===== src/rtl/boot_pkg.sv =====
// Shared definitions for the flash boot loader: FSM encoding, slot kinds,
// the flash READ opcode and the chip-select setup/hold lengths.
package boot_pkg;

  typedef enum logic [3:0] {
    ST_IDLE,
    ST_CS_SETUP,
    ST_CMD,
    ST_A2,
    ST_A1,
    ST_A0,
    ST_PRIME,
    ST_READ,
    ST_WRITE,
    ST_CS_HOLD,
    ST_DONE
  } boot_state_t;

  typedef enum logic {
    SLOT_SEND = 1'b0,
    SLOT_RECV = 1'b1
  } slot_kind_t;

  localparam logic [7:0] FLASH_CMD_READ = 8'h03;
  localparam int         CS_SETUP_CYC   = 2;
  localparam int         CS_HOLD_CYC    = 2;

endpackage


===== src/rtl/spi_slot_timer.sv =====
// Byte-slot timer for the SPI engine: strobe high for STROBE_CYC clocks,
// then low for GAP_CYC clocks, repeating while go is held.
module spi_slot_timer
  import boot_pkg::*;
#(
  parameter int STROBE_CYC = 18,
  parameter int GAP_CYC    = 2
) (
  input  logic       clk,
  input  logic       rst,
  input  logic       go,
  input  slot_kind_t kind,
  output logic       spi_send,
  output logic       spi_recv,
  output logic       sample_en,
  output logic       gap_first,
  output logic       slot_end
);

  localparam int SLOT_CYC = STROBE_CYC + GAP_CYC;

  logic [4:0] phase;
  logic       strobe;

  always_ff @(posedge clk) begin
    if (rst || !go) begin
      phase <= '0;
    end else if (slot_end) begin
      phase <= '0;
    end else begin
      phase <= phase + 5'd1;
    end
  end

  // The engine presents its returned byte on the first clock of a recv slot,
  // so it is taken one clock later.
  always_comb begin
    strobe    = go && (phase < 5'(STROBE_CYC));
    spi_send  = strobe && (kind == SLOT_SEND);
    spi_recv  = strobe && (kind == SLOT_RECV);
    sample_en = go && (kind == SLOT_RECV) && (phase == 5'd1);
    gap_first = go && (phase == 5'(STROBE_CYC));
    slot_end  = go && (phase == 5'(SLOT_CYC - 1));
  end

endmodule


===== src/rtl/flash_boot_loader.sv =====
// Boot-time copier: reads LENGTH bytes from SPI flash at FLASH_ADDR through
// the SPI byte engine and writes them to SRAM starting at SRAM_BASE.
//
// state     | meaning
// IDLE      | waiting for start
// CS_SETUP  | flash selected, strobes idle
// CMD       | send slot carrying the READ opcode
// A2/A1/A0  | send slots carrying the 24-bit flash address, MSB first
// PRIME     | first recv slot, returned byte is stale and dropped
// READ      | recv slot, returned byte latched into sram_data
// WRITE     | gap of the READ slot after the SRAM write strobe
// CS_HOLD   | strobes idle before deselecting the flash
// DONE      | load complete, boot may proceed
module flash_boot_loader
  import boot_pkg::*;
#(
  parameter logic [23:0] FLASH_ADDR = 24'h058000,
  parameter int          LENGTH     = 16384,
  parameter logic [20:0] SRAM_BASE  = 21'h000000,
  parameter int          STROBE_CYC = 18,
  parameter int          GAP_CYC    = 2
) (
  input  logic        clk,
  input  logic        rst,
  input  logic        start,
  output logic        busy,
  output logic        boot_done,
  output logic        flash_cs_n,
  output logic        spi_send,
  output logic        spi_recv,
  output logic [7:0]  spi_tx,
  input  logic [7:0]  spi_rx,
  output logic [20:0] sram_addr,
  output logic [7:0]  sram_data,
  output logic        sram_we_n
);

  boot_state_t state, next_state;
  logic [1:0]  cs_cnt;
  logic [15:0] byte_cnt;
  logic        go;
  slot_kind_t  kind;
  logic        sample_en, gap_first, slot_end;
  logic        start_ok;

  spi_slot_timer #(
    .STROBE_CYC (STROBE_CYC),
    .GAP_CYC    (GAP_CYC)
  ) u_slot_timer (
    .clk       (clk),
    .rst       (rst),
    .go        (go),
    .kind      (kind),
    .spi_send  (spi_send),
    .spi_recv  (spi_recv),
    .sample_en (sample_en),
    .gap_first (gap_first),
    .slot_end  (slot_end)
  );

  assign start_ok = start && ((state == ST_IDLE) || (state == ST_DONE));

  always_ff @(posedge clk) begin
    if (rst) begin
      state  <= ST_IDLE;
      cs_cnt <= 2'd0;
    end else begin
      state  <= next_state;
      cs_cnt <= (next_state != state) ? 2'd0 : cs_cnt + 2'd1;
    end
  end

  always_comb begin
    next_state = state;
    unique case (state)
      ST_IDLE, ST_DONE: if (start) next_state = ST_CS_SETUP;
      ST_CS_SETUP:      if (cs_cnt == 2'(CS_SETUP_CYC - 1)) next_state = ST_CMD;
      ST_CMD:           if (slot_end) next_state = ST_A2;
      ST_A2:            if (slot_end) next_state = ST_A1;
      ST_A1:            if (slot_end) next_state = ST_A0;
      ST_A0:            if (slot_end) next_state = ST_PRIME;
      ST_PRIME:         if (slot_end) next_state = ST_READ;
      ST_READ:          if (gap_first) next_state = ST_WRITE;
      ST_WRITE: begin
        if (slot_end) begin
          next_state = (byte_cnt == 16'(LENGTH - 1)) ? ST_CS_HOLD : ST_READ;
        end
      end
      ST_CS_HOLD:       if (cs_cnt == 2'(CS_HOLD_CYC - 1)) next_state = ST_DONE;
      default:          next_state = ST_IDLE;
    endcase
  end

  always_comb begin
    busy       = 1'b1;
    boot_done  = 1'b0;
    flash_cs_n = 1'b0;
    go         = 1'b0;
    kind       = SLOT_SEND;
    spi_tx     = 8'h00;
    unique case (state)
      ST_IDLE: begin
        busy       = 1'b0;
        flash_cs_n = 1'b1;
      end
      ST_DONE: begin
        busy       = 1'b0;
        boot_done  = 1'b1;
        flash_cs_n = 1'b1;
      end
      ST_CMD: begin
        go     = 1'b1;
        spi_tx = FLASH_CMD_READ;
      end
      ST_A2: begin
        go     = 1'b1;
        spi_tx = FLASH_ADDR[23:16];
      end
      ST_A1: begin
        go     = 1'b1;
        spi_tx = FLASH_ADDR[15:8];
      end
      ST_A0: begin
        go     = 1'b1;
        spi_tx = FLASH_ADDR[7:0];
      end
      ST_PRIME, ST_READ, ST_WRITE: begin
        go   = 1'b1;
        kind = SLOT_RECV;
      end
      ST_CS_SETUP, ST_CS_HOLD: ;
      default: begin
        busy       = 1'b0;
        flash_cs_n = 1'b1;
      end
    endcase
  end

  // Write strobe sits on the first gap clock, so address and data are already
  // settled a clock before and stay put until the slot ends.
  assign sram_we_n = !((state == ST_READ) && gap_first);

  always_ff @(posedge clk) begin
    if (rst) begin
      byte_cnt  <= 16'd0;
      sram_addr <= SRAM_BASE;
      sram_data <= 8'h00;
    end else begin
      if (start_ok) begin
        byte_cnt  <= 16'd0;
        sram_addr <= SRAM_BASE;
      end else if ((state == ST_WRITE) && slot_end) begin
        byte_cnt  <= byte_cnt + 16'd1;
        sram_addr <= sram_addr + 21'd1;
      end
      if ((state == ST_READ) && sample_en) begin
        sram_data <= spi_rx;
      end
    end
  end

endmodule


===== config.mk =====
export PLATFORM = sky130hd
export DESIGN_NAME = flash_boot_loader
export DESIGN_NICKNAME = d
export VERILOG_FILES = /design/src/rtl/boot_pkg.sv /design/src/rtl/spi_slot_timer.sv /design/src/rtl/flash_boot_loader.sv
export SDC_FILE = /design/constraint.sdc
export NUM_CORES = 1
export LEC_CHECK = 0
export CORE_UTILIZATION = 44
export DETAILED_ROUTE_END_ITERATION = 12
export PLACE_DENSITY_LB_ADDON = 0.25
export SYNTH_ARGS = -nofsm -noshare
export SYNTH_HDL_FRONTEND = slang
export SYNTH_SLANG_ARGS = --single-unit

===== constraint.sdc =====
create_clock -name clk -period 5.4 [get_ports clk]
set_clock_uncertainty 0.2 [all_clocks]
set_input_delay 1.62 -clock clk [delete_from_list [all_inputs] [get_ports clk]]
set_output_delay 1.62 -clock clk [all_outputs]
set_load 0.005 [all_outputs]

* Word level (Yosys, flattened, before mapping)
Cells that the tools add are included.
** Operators by class
- Add/sub/neg operators :: 4
- $lt $le $gt $ge :: 1
- Equal/unequal tests :: 16
- Multiplexer cells :: 18
- Bitwise logic cells :: 1
- Reduce and logical (&&, ||, !) cells :: 23
** Operators with widths (count)
- $mux 4 :: 11
- $pmux 4 s10 :: 1
- $pmux 8 s3 :: 1
- $add 21x1->21 const B :: 1
- $add 16x1->16 const B :: 1
- $eq 16x14->1 const B :: 1
- $eq 4x3->1 const B :: 4
- $eq 4x4->1 const B :: 3
- $logic_and 1x1->1 :: 11
- $eq 5x5->1 const B :: 2
- $reduce_or 9->1 :: 1
- $eq 4x2->1 const B :: 2
- $reduce_or 2->1 :: 4
- $reduce_or 7->1 :: 1
- $add 5x1->5 const B :: 1
- $eq 5x1->1 const B :: 1
- $lt 5x5->1 const B :: 1
- $mux 1 :: 5
- $eq 4x1->1 const B :: 1
- $logic_not 4->1 :: 1
- $ne 4x4->1 :: 1
- $reduce_or 3->1 :: 1
- $add 2x1->2 const B :: 1
- $eq 2x1->1 const B :: 1
- 3 further kinds :: 5
** Storage, ports and cells
- Bits in registers :: 56
- Input port bits :: 11
- Output and inout bits :: 43
- Logic and storage cells :: 69

* Logic depth before layout (Yosys ltp)
- Depth in word-level cells :: 8
- Gate-level depth with buffers :: 7
- Depth with buffers taken out :: 7

* Hierarchy
From an unflattened synthesis, not the netlist that was laid out.
** Second synthesis, totals
- Cells, all modules :: 347
- Area total of the unflattened synthesis :: 2910.3 sq um
** Modules (own cells, without submodules)
- flash_boot_loader :: times used 1, cells an instance 313, area each 2625.0 sq um, sequential area each 1021.0 sq um
- spi_slot_timer :: times used 1, cells an instance 34, area each 285.3 sq um, sequential area each 100.1 sq um

* Least setup slack after synthesis
OpenSTA, ideal clock, no wires.
- Path kind :: register to output
- Start :: reg state[2]
- End :: out flash_cs_n
- Arrival time :: 1.242 ns
- Slack :: 2.338 ns
- Stages on the path, launching flop included :: 6
- Cell sequence :: dfxtp_1 clkbuf_1 buf_1 o21ai_0 and2_1 inv_1
** On the way
- Longest elaborated chain between the ends :: 3
- Elaborated cells between the ends (all ways) :: 11
** RTL lines
- start, declared :: RTL line flash_boot_loader.sv:38 : boot_state_t state, next_state;
- start signal, assigned :: RTL line flash_boot_loader.sv:68 : state <= next_state;
- $eq 4x3->1 (tied with other cells) :: RTL line flash_boot_loader.sv:101 : unique case (state)
- $reduce_or 9->1 (no line) (*)
- $mux 1 (*) :: RTL line flash_boot_loader.sv:101
- end, declared :: RTL line flash_boot_loader.sv:28 : output logic flash_cs_n,
Every way passes the cells marked *; elsewhere a longest branch is shown, timed or not.

* Final worst setup path
- Start :: reg state[3]
- End :: out spi_recv
** On the way
- Longest elaborated chain between the ends :: 5
- Elaborated cells between the ends (all ways) :: 13
** RTL lines
- $eq 4x3->1 (tied with other cells) :: RTL line flash_boot_loader.sv:101
- $reduce_or 7->1 (no line)
- $mux 1 :: RTL line flash_boot_loader.sv:101
- $logic_and 1x1->1 :: RTL line spi_slot_timer.sv:38 : strobe = go && (phase < 5'(STROBE_CYC));
- $logic_and 1x1->1 (*) :: RTL line spi_slot_timer.sv:40 : spi_recv = strobe && (kind == SLOT_RECV);
- end, declared :: RTL line flash_boot_loader.sv:30 : output logic spi_recv,
Marked as above.

==> results.py <==
metrics = {
    "floorplan": {
        "core-area_um2": 6310,
        "rows": 29,
        "start_util_pct": 45.4,
        "num_io_pins": 54,
        "die_x_um": 82.7,
        "die_area_um2": 6840,
        "die_height_um": 82.7,
    },
    "critical_path": {
        "crit_chain": "or4b_1 > a21oi_1 > clkdlybuf4s50_1",
        "critPathLaunchType": "flop",
        "cp_slowest_stage_delay_ps": 770,
        "worstSetupPathType": "flop to primary output",
        "cp.required_ps": 3580,
        "end_kind": "primary output",
        "worstPathMaxFanout": 23,
        "arrival_ps": 2520,
        "crit_slowest_cell": "dfxtp_1",
    },
    "clock_tree": {
        "cts-root-buf": "clkbuf_8",
        "cts_buffer_depth": 2,
        "cts_setup_buffers": 0,
        "holdBufCountCts": 0,
        "path_clk_slew_ps": 90,
        "cts_buffers": 5,
        "clk_latency_ps": 300,
        "clkSinkCount": 56,
        "cts_tree": "built",
        "cts_max_level": 2,
        "cts-resized-gates": 0,
    },
    "routing": {
        "drtIter0Drc": 102,
        "routed_wirelength_um": 5840,
        "antenna_left": 0,
        "routedWlPerCell_um": 12.7,
        "firstDrtPassIters": 4,
        "viasPerCell": 5.37,
        "drcViolationCount": 0,
        "vias": 2467,
    },
    "final_layout": {
        "final_common_cell": "nor2_1",
        "multiInputGateArea_um2": 1630,
        "drive_above_1_share_pct": 4.71,
        "antennaDiodeCount": 0,
        "seqCellArea_um2": 1120,
        "fill_cells": 625,
        "layout_common_cells": "65 x nor2_1, 56 x dfxtp_1, 49 x clkdlybuf4s50_1",
        "nets": 398,
        "area_delta_synth_final_pct": 20.7,
    },
    "placement": {
        "portBuffers": 49,
        "finalWeightedCongestion": 0.831,
        "dp.final_hpwl_um": 4160,
    },
    "yosys": {
        "synth_top_cell_by_area": "dfxtp_1",
        "synthMuxAreaShare_pct": 3.54,
        "ys_seq_area_share_pct": 39.1,
        "synth_edf_count": 0,
        "synth_adder_area_share_pct": 2.62,
        "synth_top_family_by_area": "simple AND/OR/NAND/NOR gates",
        "yosys.area.top_type_share_pct": 39.1,
        "yosys.area_share.simple_pct": 31.4,
        "syn_area_per_cell_um2": 8.36,
        "synthDistinctLibCells": 54,
        "synthCells": 343,
        "synth_xor_area_share_pct": 11.3,
        "synth.area.top_cells": "dfxtp_1 39%, nor2_1 8.5%, xor2_1 7.3%",
        "ys_warn_count": 0,
        "ys_seq_elements": 56,
        "async_flop_share_pct": 0,
        "synth_compound_area_share_pct": 7.42,
        "syn_area_um2": 2870,
        "synth_ff_type": "dfxtp_1",
    },
    "sta": {
        "relSlewSlack_pct": 43.2,
        "fmaxAchievable_ghz": 0.231,
        "setup_tns_ps": 0,
        "fin_crit_ps": 4340,
        "finalHoldViolCount": 0,
        "slew_viol_final": 0,
        "timing.final.crit_share_pct": 80.3,
        "tightest_slew_ps": 847,
        "final-setup-viol-count": 0,
        "rsz0062_at_grt": "no",
    },
    "global_routing": {
        "track_usage_pct": 18.0,
        "grt_pass1_wl_um": 9620,
        "grt_max_degree": 39,
        "first_global_vias": 2129,
        "grt.overflow.total": 0,
        "antenna_found_initial": 0,
    },
    "power": {
        "power.density_nw_per_um2": 209,
        "max-vdd-ir-drop_v": 0.000104,
        "p_leak_nw": 1.13,
        "finalPower_mw": 0.722,
    },
    "run": {
        "cap_viol_max_count": 0,
    },
    "run_status": {
        "status": "complete, no violations",
    },
    "min_path": {
        "holdCritPathClass": "flop to flop",
    },
}
## Yosys cell counts (all sizes together) (2+ instances only)
| cell type | number |
|---|---|
| or2 | 2 |
| nor3b | 3 |
| or4 | 2 |
| mux2i | 9 |
| buf | 9 |
| nor3 | 15 |
| and3 | 4 |
| nor2 | 65 |
| nand2 | 20 |
| nor4bb | 2 |
| nand4 | 17 |
| o21ai | 9 |
| o31a | 2 |
| ha | 6 |
| a21oi | 8 |
| clkbuf | 12 |
| or4b | 2 |
| xor2 | 24 |
| nand3 | 13 |
| or3b | 2 |
| xnor2 | 13 |
| nand2b | 2 |
| nand3b | 2 |
| dfxtp | 56 |
| nor2b | 4 |
| or3 | 4 |
| nand4b | 2 |
| inv | 8 |
| nor4 | 5 |
| o21a | 4 |
## sequential cells by signal (all words and copies together) (netlist names)
name                flops
byte_cnt               16
cs_cnt                  2
sram_addr              21
sram_data               8
state                   4
u_slot_timer.phase      5
## layout make-up
cell class	count	share of cell area [%]
clock buffer	7	2.49
clock inverter	1	0.217
inverter	8	0.868
multi-input combinational	261	47.1
sequential	56	32.4
tap	77	2.78
timing repair buffer	49	14.2
## cells by family after synthesis
| group | count (synthesis) |
|---|---|
| adders and majority gates | 6 |
| AOI/OAI and AO/OA | 33 |
| muxes | 10 |
| and+or+nand+nor | 171 |
| DFF | 56 |
| xor gates and xnor gates | 37 |
| buffers and inverters | 29 |
| other | 1 |
## worst max-delay path, delay by kind of cell, from the launching register on
family / cells / cell delay [ps]
flops: 1 / 770
simple gates: 1 / 680
buf+inv: 1 / 530
compound gates: 1 / 220
## per-layer routing
layer	global-route usage (%)	wire length [um]	vias up	part of all wire, %
li1	-	-	1258	-
met1	22.5	2780	1130	48
met2	30.6	2710	71	46
met3	3.85	267	8	4.6
met4	5.69	77	0	1.3
met5	0	0	-	0
## where the power goes
group | leakage, nW | internal [mW] | switching (mW)
clock | 0.0445 | 0.104 | 0.129
combinational | 0.638 | 0.0313 | 0.0309
sequential | 0.451 | 0.417 | 0.00931
total | 1.13 | 0.553 | 0.169
## final timing paths
kind / slack [ps] / from / cells past startpoint / end
worst max register to register: 2460 / state[3]$_SDFF_PP0_ / 4 / sram_addr[18]$_SDFFE_PP0P_
worst min-delay path: 240 / cs_cnt[0]$_SDFF_PP0_ / 1 / cs_cnt[0]$_SDFF_PP0_
worst max-delay path: 1060 / state[3]$_SDFF_PP0_ / 3 / spi_recv
worst min register to register: 240 / cs_cnt[0]$_SDFF_PP0_ / 1 / cs_cnt[0]$_SDFF_PP0_
## metrics by stage
stage	cell area (um2)	utilization, %	setup WS (ps)	cells	hold WS, ps
final	3460	54.8	1060	459	240
after global routing	3460	54.8	925	459	268
after global placement	3370	53.3	1460	451	220
after CTS	3460	54.8	1060	459	240
after detailed placement	3370	53.3	1410	451	223
after floorplan	2880	-	2340	346	207
Note: power is estimated with default switching activity, not from simulation.
